===== src/rtl/clk_gen_ctrl.sv =====
// Programmable clock divider (/2, /4, /8, /16) with a registered, glitch-free output.
// Divisor changes while running are deferred to the end of the current period.
module clk_gen_ctrl (
    input  logic       clk,
    input  logic       reset,
    input  logic       en,
    input  logic [1:0] div_sel,
    input  logic       sel_valid,
    output logic       sel_ready,
    output logic       clk_out,
    output logic       tick,
    output logic [1:0] cur_div,
    output logic       active
);

    typedef enum logic [1:0] {StIdle, StRun, StPend} state_e;

    state_e     r_state;
    logic [3:0] r_cnt;
    logic       r_clk_out;
    logic       r_tick;
    logic [1:0] r_cur_div;
    logic [1:0] r_pend_div;

    state_e     w_state_nxt;
    logic [3:0] w_cnt_nxt;
    logic       w_clk_nxt;
    logic       w_tick_nxt;
    logic [1:0] w_cur_div_nxt;
    logic [1:0] w_pend_div_nxt;

    logic [4:0] w_period;
    logic [4:0] w_half;
    logic [3:0] w_cnt_inc;
    logic       w_last;
    logic       w_clk_inc;
    logic       w_xfer;

    assign w_period  = 5'd2 << r_cur_div;
    assign w_half    = 5'd1 << r_cur_div;
    assign w_cnt_inc = r_cnt + 4'd1;
    assign w_last    = ({1'b0, r_cnt} == (w_period - 5'd1));
    assign w_clk_inc = ({1'b0, w_cnt_inc} < w_half);
    assign w_xfer    = sel_valid & sel_ready;

    always_comb begin
        w_state_nxt    = r_state;
        w_cnt_nxt      = r_cnt;
        w_clk_nxt      = r_clk_out;
        w_tick_nxt     = 1'b0;
        w_cur_div_nxt  = r_cur_div;
        w_pend_div_nxt = r_pend_div;

        case (r_state)
            StIdle: begin
                w_cnt_nxt = 4'd0;
                w_clk_nxt = 1'b0;
                if (w_xfer) begin
                    w_cur_div_nxt = div_sel;
                end
                if (en) begin
                    w_state_nxt = StRun;
                    w_clk_nxt   = 1'b1;
                    w_tick_nxt  = 1'b1;
                end
            end
            StRun, StPend: begin
                if (!w_last) begin
                    w_cnt_nxt = w_cnt_inc;
                    w_clk_nxt = w_clk_inc;
                    if (r_state == StRun && w_xfer) begin
                        w_pend_div_nxt = div_sel;
                        w_state_nxt    = StPend;
                    end
                end else begin
                    // Period boundary: the only point where the divisor may change.
                    w_cnt_nxt = 4'd0;
                    if (r_state == StPend) begin
                        w_cur_div_nxt = r_pend_div;
                    end
                    if (en) begin
                        w_clk_nxt   = 1'b1;
                        w_tick_nxt  = 1'b1;
                        w_state_nxt = StRun;
                        if (r_state == StRun && w_xfer) begin
                            w_pend_div_nxt = div_sel;
                            w_state_nxt    = StPend;
                        end
                    end else begin
                        w_clk_nxt   = 1'b0;
                        w_state_nxt = StIdle;
                        if (r_state == StRun && w_xfer) begin
                            w_cur_div_nxt = div_sel;
                        end
                    end
                end
            end
            default: begin
                w_state_nxt = StIdle;
                w_cnt_nxt   = 4'd0;
                w_clk_nxt   = 1'b0;
            end
        endcase
    end

    always_ff @(posedge clk) begin
        if (reset) begin
            r_state    <= StIdle;
            r_cnt      <= 4'd0;
            r_clk_out  <= 1'b0;
            r_tick     <= 1'b0;
            r_cur_div  <= 2'd0;
            r_pend_div <= 2'd0;
        end else begin
            r_state    <= w_state_nxt;
            r_cnt      <= w_cnt_nxt;
            r_clk_out  <= w_clk_nxt;
            r_tick     <= w_tick_nxt;
            r_cur_div  <= w_cur_div_nxt;
            r_pend_div <= w_pend_div_nxt;
        end
    end

    assign sel_ready = (r_state != StPend);
    assign active    = (r_state != StIdle);
    assign clk_out   = r_clk_out;
    assign tick      = r_tick;
    assign cur_div   = r_cur_div;

endmodule


===== config.mk =====
export PLATFORM = sky130hd
export DESIGN_NAME = clk_gen_ctrl
export DESIGN_NICKNAME = d
export VERILOG_FILES = /design/src/rtl/clk_gen_ctrl.sv
export SDC_FILE = /design/constraint.sdc
export NUM_CORES = 1
export LEC_CHECK = 0
export BUFFER_PORTS_ARGS = -buffer_cell sky130_fd_sc_hd__buf_2
export CAP_MARGIN = 25
export CORE_AREA = 3 3 45 57
export DETAILED_ROUTE_END_ITERATION = 16
export DIE_AREA = 0 0 48 60
export MAX_ROUTING_LAYER = met4
export REMOVE_ABC_BUFFERS = 1
export SLEW_MARGIN = 20
export SYNTH_ARGS = -nofsm -noshare
export SYNTH_HDL_FRONTEND = slang
export SYNTH_SLANG_ARGS = --single-unit
export TNS_END_PERCENT = 20

===== constraint.sdc =====
create_clock -name clk -period 4 [get_ports clk]
set_input_delay 1.2 -clock clk [delete_from_list [all_inputs] [get_ports clk]]
set_output_delay 1.2 -clock clk [all_outputs]
set_load 0.02 [all_outputs]

==> results.txt, run 1 <==
- Top-area cell type share of the netlist area: 0.290
- The critical path goes through inv_1 -> ha_1 -> inv_1 -> buf_2.
- Once the clock tree was built, the setup fixing pass inserted 0 buffers.
* Fraction of the cycle the final worst path needs: 0.625
- Total area of multi-input combinational cells: 544 um2
- Insertion delay to the later sink of the worst-skew pair: 0.28 ns
* Most used cell along the critical path: sky130_fd_sc_hd__inv_1
- Max capacitance violation total: 0
- The initial antenna violation count is 0.
* Gate Count Post-Synth: 87
- Async set-reset flop share out of synthesis: 0
- Number of warnings reported in the yosys synthesis log: 0
* Time the worst path needs with I/O delays and setup: 2.50 ns
* Placed instance count: 115
* Share of post-route cells with drive strength above 1: 0.253
- Summed over all layers, the routed wires come to 1.64 mm.
- Dividing the detail-routed via count by the number of cells gives 5.59.
- Most used standard cells in the synthesized netlist: sky130_fd_sc_hd__dfxtp_1 (12), sky130_fd_sc_hd__ha_1 (8), sky130_fd_sc_hd__nor2_1 (8)
* Average cell area after synthesis: 9.51 um2
- Reg clk slew, reported paths: 0.08 ns
- Util after Layout: 0.456
- For this configuration, the core starts out at a cell density of 0.408.
- After detailed routing, the average wire length per cell comes to 13.8 um.
- The number of antenna diodes in the final layout is 0.
* Routability congestion estimate from global placement: 0.801
- Root Buffer Master: sky130_fd_sc_hd__clkbuf_4
- Pin count of the biggest net entering global routing: 13
* Critical path endpoint category: output port
- The total area inside the core boundary comes to 0.00203 mm2.
* Storage element area: 240 um2
* H-tree levels: 1
- Flip-flop and latch count after synthesis: 12
* Die ar.: 0.00288 mm2
- The die is 60 um tall.
- At the pin with the least slew margin, the transition time is 0.440 ns.
- Critical path class: flip-flop to output port
- Top cells by area in the synthesized netlist: sky130_fd_sc_hd__dfxtp_1 (29%), sky130_fd_sc_hd__ha_1 (12%), sky130_fd_sc_hd__mux2i_1 (6.1%), sky130_fd_sc_hd__mux2_2 (5.4%), sky130_fd_sc_hd__nor2_1 (3.6%)
* Final-stage net count: 114
- In this run the cell area of the synthesized design comes to 827 um2.
- Buffers inserted during clock tree synthesis total 3.
- The total count of hold-check failures in the final report is 0.
* Count of endpoints failing setup in the final report: 0
* Clk sinks: 12
- The first routing iteration left 12 violations.
- TritonCTS built the clock tree.
* Required @ worst endpoint: 2.80 ns
- Delay of the slowest cell on the worst path: 0.40 ns
- Worst-path maximum fanout: 4
* Filler Cells Inserted: 205
- Vias in the first global route: 646
* Global-route total usage across every layer: 0.141
- In this run the remaining antenna-violating nets after routing total 0.
* PostCTS Resize Cnt: 0
- First-pass GRT wire length: 2.77 mm
- Summed over all nets, the half-perimeter wirelength after detailed placement is 1.26 mm.
* Dominant register cell in the synthesized netlist: sky130_fd_sc_hd__dfxtp_1
- After detailed routing, the number of remaining DRC violations is 0.
- Proportion of synthesized chip area in sequential cells: 0.290
- Cell with the largest stage delay on the worst path: sky130_fd_sc_hd__dfxtp_1
- Number of synthesized flops with an enable pin: 0
* Path class of the lowest-slack min-delay path: flip-flop to flip-flop
- IR analysis of the VDD net gives a maximum drop of 278 uV.
- For the final routed database, the setup TNS stands at 0 ns.
- The floorplan has 18 rows.
- Broken down by cell family, the worst path's largest delay share belongs to flip-flops.
- Layout-stage area growth over the synthesis result: 11.6%
- In this run the horizontal extent of the chip is 48 um.
- Power spread over the standard cell area amounts to 805 mW/mm2.
- Remaining global-route overflow: 0
- Count of vias placed by the detailed router: 665
- Maximum clock path buffer count: 2
- # IOs: 12
- Total of buffers placed on input and output ports: 11
- Slew margin rel.: 0.703
- Final std cells w/o fill: 119
- The run finished with clean final reports.
- Top cell type by total area after synthesis: sky130_fd_sc_hd__dfxtp_1
* Worst hold margin: 0.505 ns
* Signal arrival time at the worst endpoint: 1.30 ns
* Worst setup skew after layout: 0.00791 ns
* Detailed Routing Iterations Pass 1: 4
- Setup repair after global routing missed its margin: false
- The critical path contains buffers and inverters numbering 3 combined.
* Static Leakage: 0.410 nW
* Most frequent cell after synthesis: sky130_fd_sc_hd__dfxtp_1
* Highest clock rate: 400 MHz
* Count of pins over their slew limit: 0
- Startpoint kind of the worst setup timing path: flip-flop
* Count of cell types in the netlist: 33
- Hold-fix buffers, CTS: 0
==> tightest hold or removal path, stage by stage (launching register included) <==
cell                      delay [ns]
sky130_fd_sc_hd__dfxtp_1        0.33
sky130_fd_sc_hd__mux2i_1        0.07
sky130_fd_sc_hd__nor2_1         0.07
==> logic make-up (layout without fill, tap and decap cells) <==
| kind of cell | count (synthesis) | in the layout | share of synthesized area |
|---|---|---|---|
| AND/OR/NAND/NOR | 28 | 28 | 0.207 |
| AO/OA/AOI/OAI | 18 | 18 | 0.183 |
| flip-flops | 12 | 12 | 0.290 |
| multiplexers | 9 | 9 | 0.115 |
| buffers and inverters | 9 | 21 | 0.0514 |
| adder cells (fa/ha/maj) | 8 | 8 | 0.121 |
| XOR/XNOR | 3 | 3 | 0.0318 |
==> state kept, by name, summed over array words and instances (netlist names) <==
| signal | count |
|---|---|
| tick | 1 |
| clk_out | 1 |
| r_cnt | 4 |
| cur_div | 2 |
| r_pend_div | 2 |
| r_state | 2 |
==> per-layer routing <==
metal  global-route usage  wire, um
met4               0.0692        41
met5                    -         0
met2                0.229       834
met1                0.152       696
met3               0.0361        63
==> final timing paths <==
path                 startpoint       endpoint  slack (ns)  cells past startpoint
hold / removal    r_pend_div[1]  r_pend_div[1]        0.50                      2
setup reg to reg     r_state[0]     cur_div[0]        1.95                      7
setup / recovery     r_state[0]         active        1.50                      4
hold reg to reg   r_pend_div[1]  r_pend_div[1]        0.50                      2
==> cell type report <==
| type | count | share of cell area |
|---|---|---|
| clock buffers | 4 | 0.0393 |
| inverters | 6 | 0.0244 |
| multi-input cells | 66 | 0.589 |
| flip-flops and latches | 12 | 0.260 |
| well taps | 20 | 0.0271 |
| repair buffers | 11 | 0.0596 |
==> layout by cell type, fill, tap and decap left out, types with 4 or more instances in the layout <==
cell type / synthesis / layout
sky130_fd_sc_hd__inv_1: 6 / 6
sky130_fd_sc_hd__dfxtp_1: 12 / 12
sky130_fd_sc_hd__o21ai_0: 5 / 5
sky130_fd_sc_hd__buf_2: 1 / 11
sky130_fd_sc_hd__nand2_1: 4 / 4
sky130_fd_sc_hd__mux2i_1: 5 / 5
sky130_fd_sc_hd__nor2_1: 8 / 8
sky130_fd_sc_hd__mux2_2: 4 / 4
sky130_fd_sc_hd__ha_1: 8 / 8
==> power breakdown <==
part           switching (mW)  internal (mW)
combinational           0.250          0.195
clock                  0.0417         0.0554
sequential             0.0474          0.153
total                   0.340          0.404
==> per-stage QoR <==
stage	worst slack, ns	total power [mW]	instance area, um2
after floorplan	1.75	0.547	807
after global placement	1.55	0.642	887
after detailed placement	1.51	0.652	887
after CTS	1.48	0.754	923
after global routing	1.43	0.812	923
final	1.50	0.743	923
Power figures use the tool's default switching activity.
==> run 2: changes to the inputs <==
==> constraint.sdc (replaced) <==
create_clock -name clk -period 2.6 [get_ports clk]
set_input_delay 0.78 -clock clk [delete_from_list [all_inputs] [get_ports clk]]
set_output_delay 0.78 -clock clk [all_outputs]
set_load 0.02 [all_outputs]
==> run 2 against run 1 <==
Effect of this change:
- final cell count did not move
- hold slack worse by 0.0073 ns
- routed wire length fell by 1.1%
- final area unchanged
- combinational power grew 54%
- non-clock buffer count unchanged
- largest cell class unchanged
- via count shrank 1.1%
- setup slack got worse by 0.97 ns
- critical endpoint unchanged
- sequential share of layout area stayed put
- critical path type unchanged
==> results.txt, run 2 (same netlist as run 1, synthesis figures left out) <==
* Largest vdd supply drop: 427 uV (+54%)
* CTS tree: done
* Register with the highest flop count: r_cnt
* Count of vias placed by the detailed router: 658 (-1.1%)
* Remaining global-route overflow: 0 (unchanged)
* Highest clock rate: 482 MHz
- Setup repair after global routing missed its margin: false
- The remaining number of nets flagged by the antenna check after routing was 0 (unchanged).
- Layout-stage area growth over the synthesis result: 11.6% (unchanged)
- The deepest clock path buffer count was 2 (unchanged).
* Count of pins over their slew limit: 0 (unchanged)
* Final sum of negative setup slack: 0 ns (unchanged)
- The CTS clock-pin slew for the worst setup and hold paths came to 0.08 ns (about the same).
- # IOs: 12 (unchanged)
- The cell area after placement was 887 um2 (unchanged).
- Depth of the worst hold-timing path: 2 (unchanged)
- Slew margin rel.: 0.704 (+0.000919)
- The total track usage came to 0.135 (-0.00590).
- R2R depth: 7 (unchanged)
- Cts bufs inserted: 3 (unchanged)
- The combined flip-flop and latch cell area was 240 um2 (unchanged).
* Path class of the lowest-slack min-delay path: flip-flop to flip-flop
- The average wire per cell in the routed design came to 13.6 um (-1.1%).
- The later-pin clock latency in the skew report was 0.27 ns (about the same).
- Hold-fix buffers, CTS: 0 (unchanged)
- The data required time of the worst path is 1.82 ns (-0.98 ns).
- Detailed Routing Iterations Pass 1: 4 (unchanged)
- Final-stage net count: 114 (unchanged)
- The post-CTS repair timing setup buffer count is 0 (unchanged).
- The detail-routed via count per cell came to 5.53 (-1.1%).
- Die ar.: 0.00288 mm2 (unchanged)
* Util after Layout: 0.456 (unchanged)
- Total area of multi-input combinational cells: 544 um2 (unchanged)
* Height of the die: 60 um (unchanged)
- The largest net degree at the start of global routing is 13 (unchanged).
- The number of buffers inserted by port buffering is 11 (unchanged).
* PwrDens: 1240 mW/mm2 (+54%)
- Critical path endpoint category: output port
- The flip-flop count of the largest register, all copies and words added is 4 (unchanged).
- In this run the worst setup path begins at r_state[0].
* Core Rows: 18 (unchanged)
- The routability congestion estimate from global placement was 0.801 (about the same).
- Count of endpoints failing setup in the final report: 0 (unchanged)
- Drt total wl: 1.62 mm (-1.1%)
* Clk sinks: 12 (unchanged)
- The total of max-cap violations is 0 (unchanged).
* Run status: finished clean
- Endpoint of the worst register-to-register path: cur_div[0]
* Fraction of the cycle the final worst path needs: 0.797
* Critical path class: flip-flop to output port
- Starting density of the core: 0.408 (unchanged)
* Finished Cell Area: 923 um2 (unchanged)
- The initial antenna violation count is 0 (unchanged).
- The number of DRC violations after detailed-routing iteration 0 was 15 (+3).
* Worst-path maximum fanout: 4 (unchanged)
- The arrival time of data at the critical path endpoint was 1.29 ns (about the same).
- Root Buffer Master: sky130_fd_sc_hd__clkbuf_4
- Worst setup skew after layout: 0.00477 ns (-0.00314 ns)
- The number of instances resized during post-cts repair is 0 (unchanged).
- Slew of the pin with the lowest slew margin: 0.440 ns (-0.000325 ns)
- The core outline area is 0.00203 mm2 (unchanged).
- The library cell used most frequently in the layout, excluding fill and tap cells, is sky130_fd_sc_hd__dfxtp_1.
- Filler Cells Inserted: 201 (-2.0%)
- Hpwl dp: 1.25 mm (-0.82%)
* Endpoint of the worst setup timing path: active
* Startpoint kind of the worst setup timing path: flip-flop
- The overall die width came to 48 um (unchanged).
- Vias in the first global route: 639 (-1.1%)
* Critical register-to-register path startpoint: r_state[0]
* Total inserted antenna cells: 0 (unchanged)
- The static leakage was 0.410 nW (unchanged).
- The setup slack of the worst register-to-register path was 0.55 ns (-1.40 ns).
* Commonest non-fill, non-tap cells in the layout: sky130_fd_sc_hd__dfxtp_1 (12), sky130_fd_sc_hd__buf_2 (11), sky130_fd_sc_hd__nor2_1 (8), sky130_fd_sc_hd__ha_1 (8), sky130_fd_sc_hd__inv_1 (6)
- The number of remaining DRC errors is 0 (unchanged).
- The wire length of the first global-routing pass came to 2.73 mm (-1.7%).
- The smallest clock period supported by the final layout is computed as 2.07 ns.
- Final Hold Fails: 0 (unchanged)
- The number of H-tree levels is 1 (unchanged).
- The worst slack on hold paths was 0.498 ns (-0.00734 ns).
- Share of post-route cells with drive strength above 1: 0.253 (unchanged)
==> run 2: cell counts in the layout (fill, tap and decap cells not counted) <==
Identical to the previous run, type by type.
==> run 2: per-layer routing <==
layer | part of all wire | vias up | global-route usage | wire length (um)
li1 | - | 335 | - | -
met1 | 0.43 | 310 | 0.151 | 690
met2 | 0.53 | 11 | 0.229 | 851
met3 | 0.036 | 2 | 0.0271 | 58
met4 | 0.012 | 0 | 0.0462 | 19
met5 | 0 | - | - | 0
==> run 2: area by class of cell <==
class	count	share of cell area
clock buffers	4	0.0393
inverters	6	0.0244
flip-flops and latches	12	0.260
multi-input cells	66	0.589
repair buffers	11	0.0596
well taps	20	0.0271
==> run 2: critical path, stage by stage, from the launching register on <==
cell and delay [ns]:
sky130_fd_sc_hd__dfxtp_1 0.40, sky130_fd_sc_hd__inv_1 0.08, sky130_fd_sc_hd__ha_1 0.25, sky130_fd_sc_hd__inv_1 0.12, sky130_fd_sc_hd__buf_2 0.17
==> run 2: report_power, final <==
part           internal [mW]  total (mW)  switching [mW]
clock network         0.0850       0.149          0.0637
registers              0.236       0.310          0.0739
logic                  0.300       0.686           0.386
total                  0.621        1.14           0.523
==> run 2: worst min path at each step <==
stage	startpoint	to	slack, ns
after floorplan	r_pend_div[0]	r_pend_div[0]	0.45
after global placement	r_pend_div[0]	r_pend_div[0]	0.48
after detailed placement	r_pend_div[0]	r_pend_div[0]	0.48
after CTS	r_pend_div[0]	r_pend_div[0]	0.50
after global routing	r_pend_div[0]	r_pend_div[0]	0.55
final	r_pend_div[0]	r_pend_div[0]	0.50
==> run 2: metrics by stage <==
| stage | power [mW] | setup WS [ns] | cells |
|---|---|---|---|
| floorplan | 0.842 | 0.766 | 84 |
| global placement | 0.988 | 0.573 | 115 |
| detailed placement | 1.00 | 0.529 | 115 |
| CTS | 1.16 | 0.515 | 119 |
| global route | 1.25 | 0.403 | 119 |
| finish | 1.14 | 0.527 | 119 |
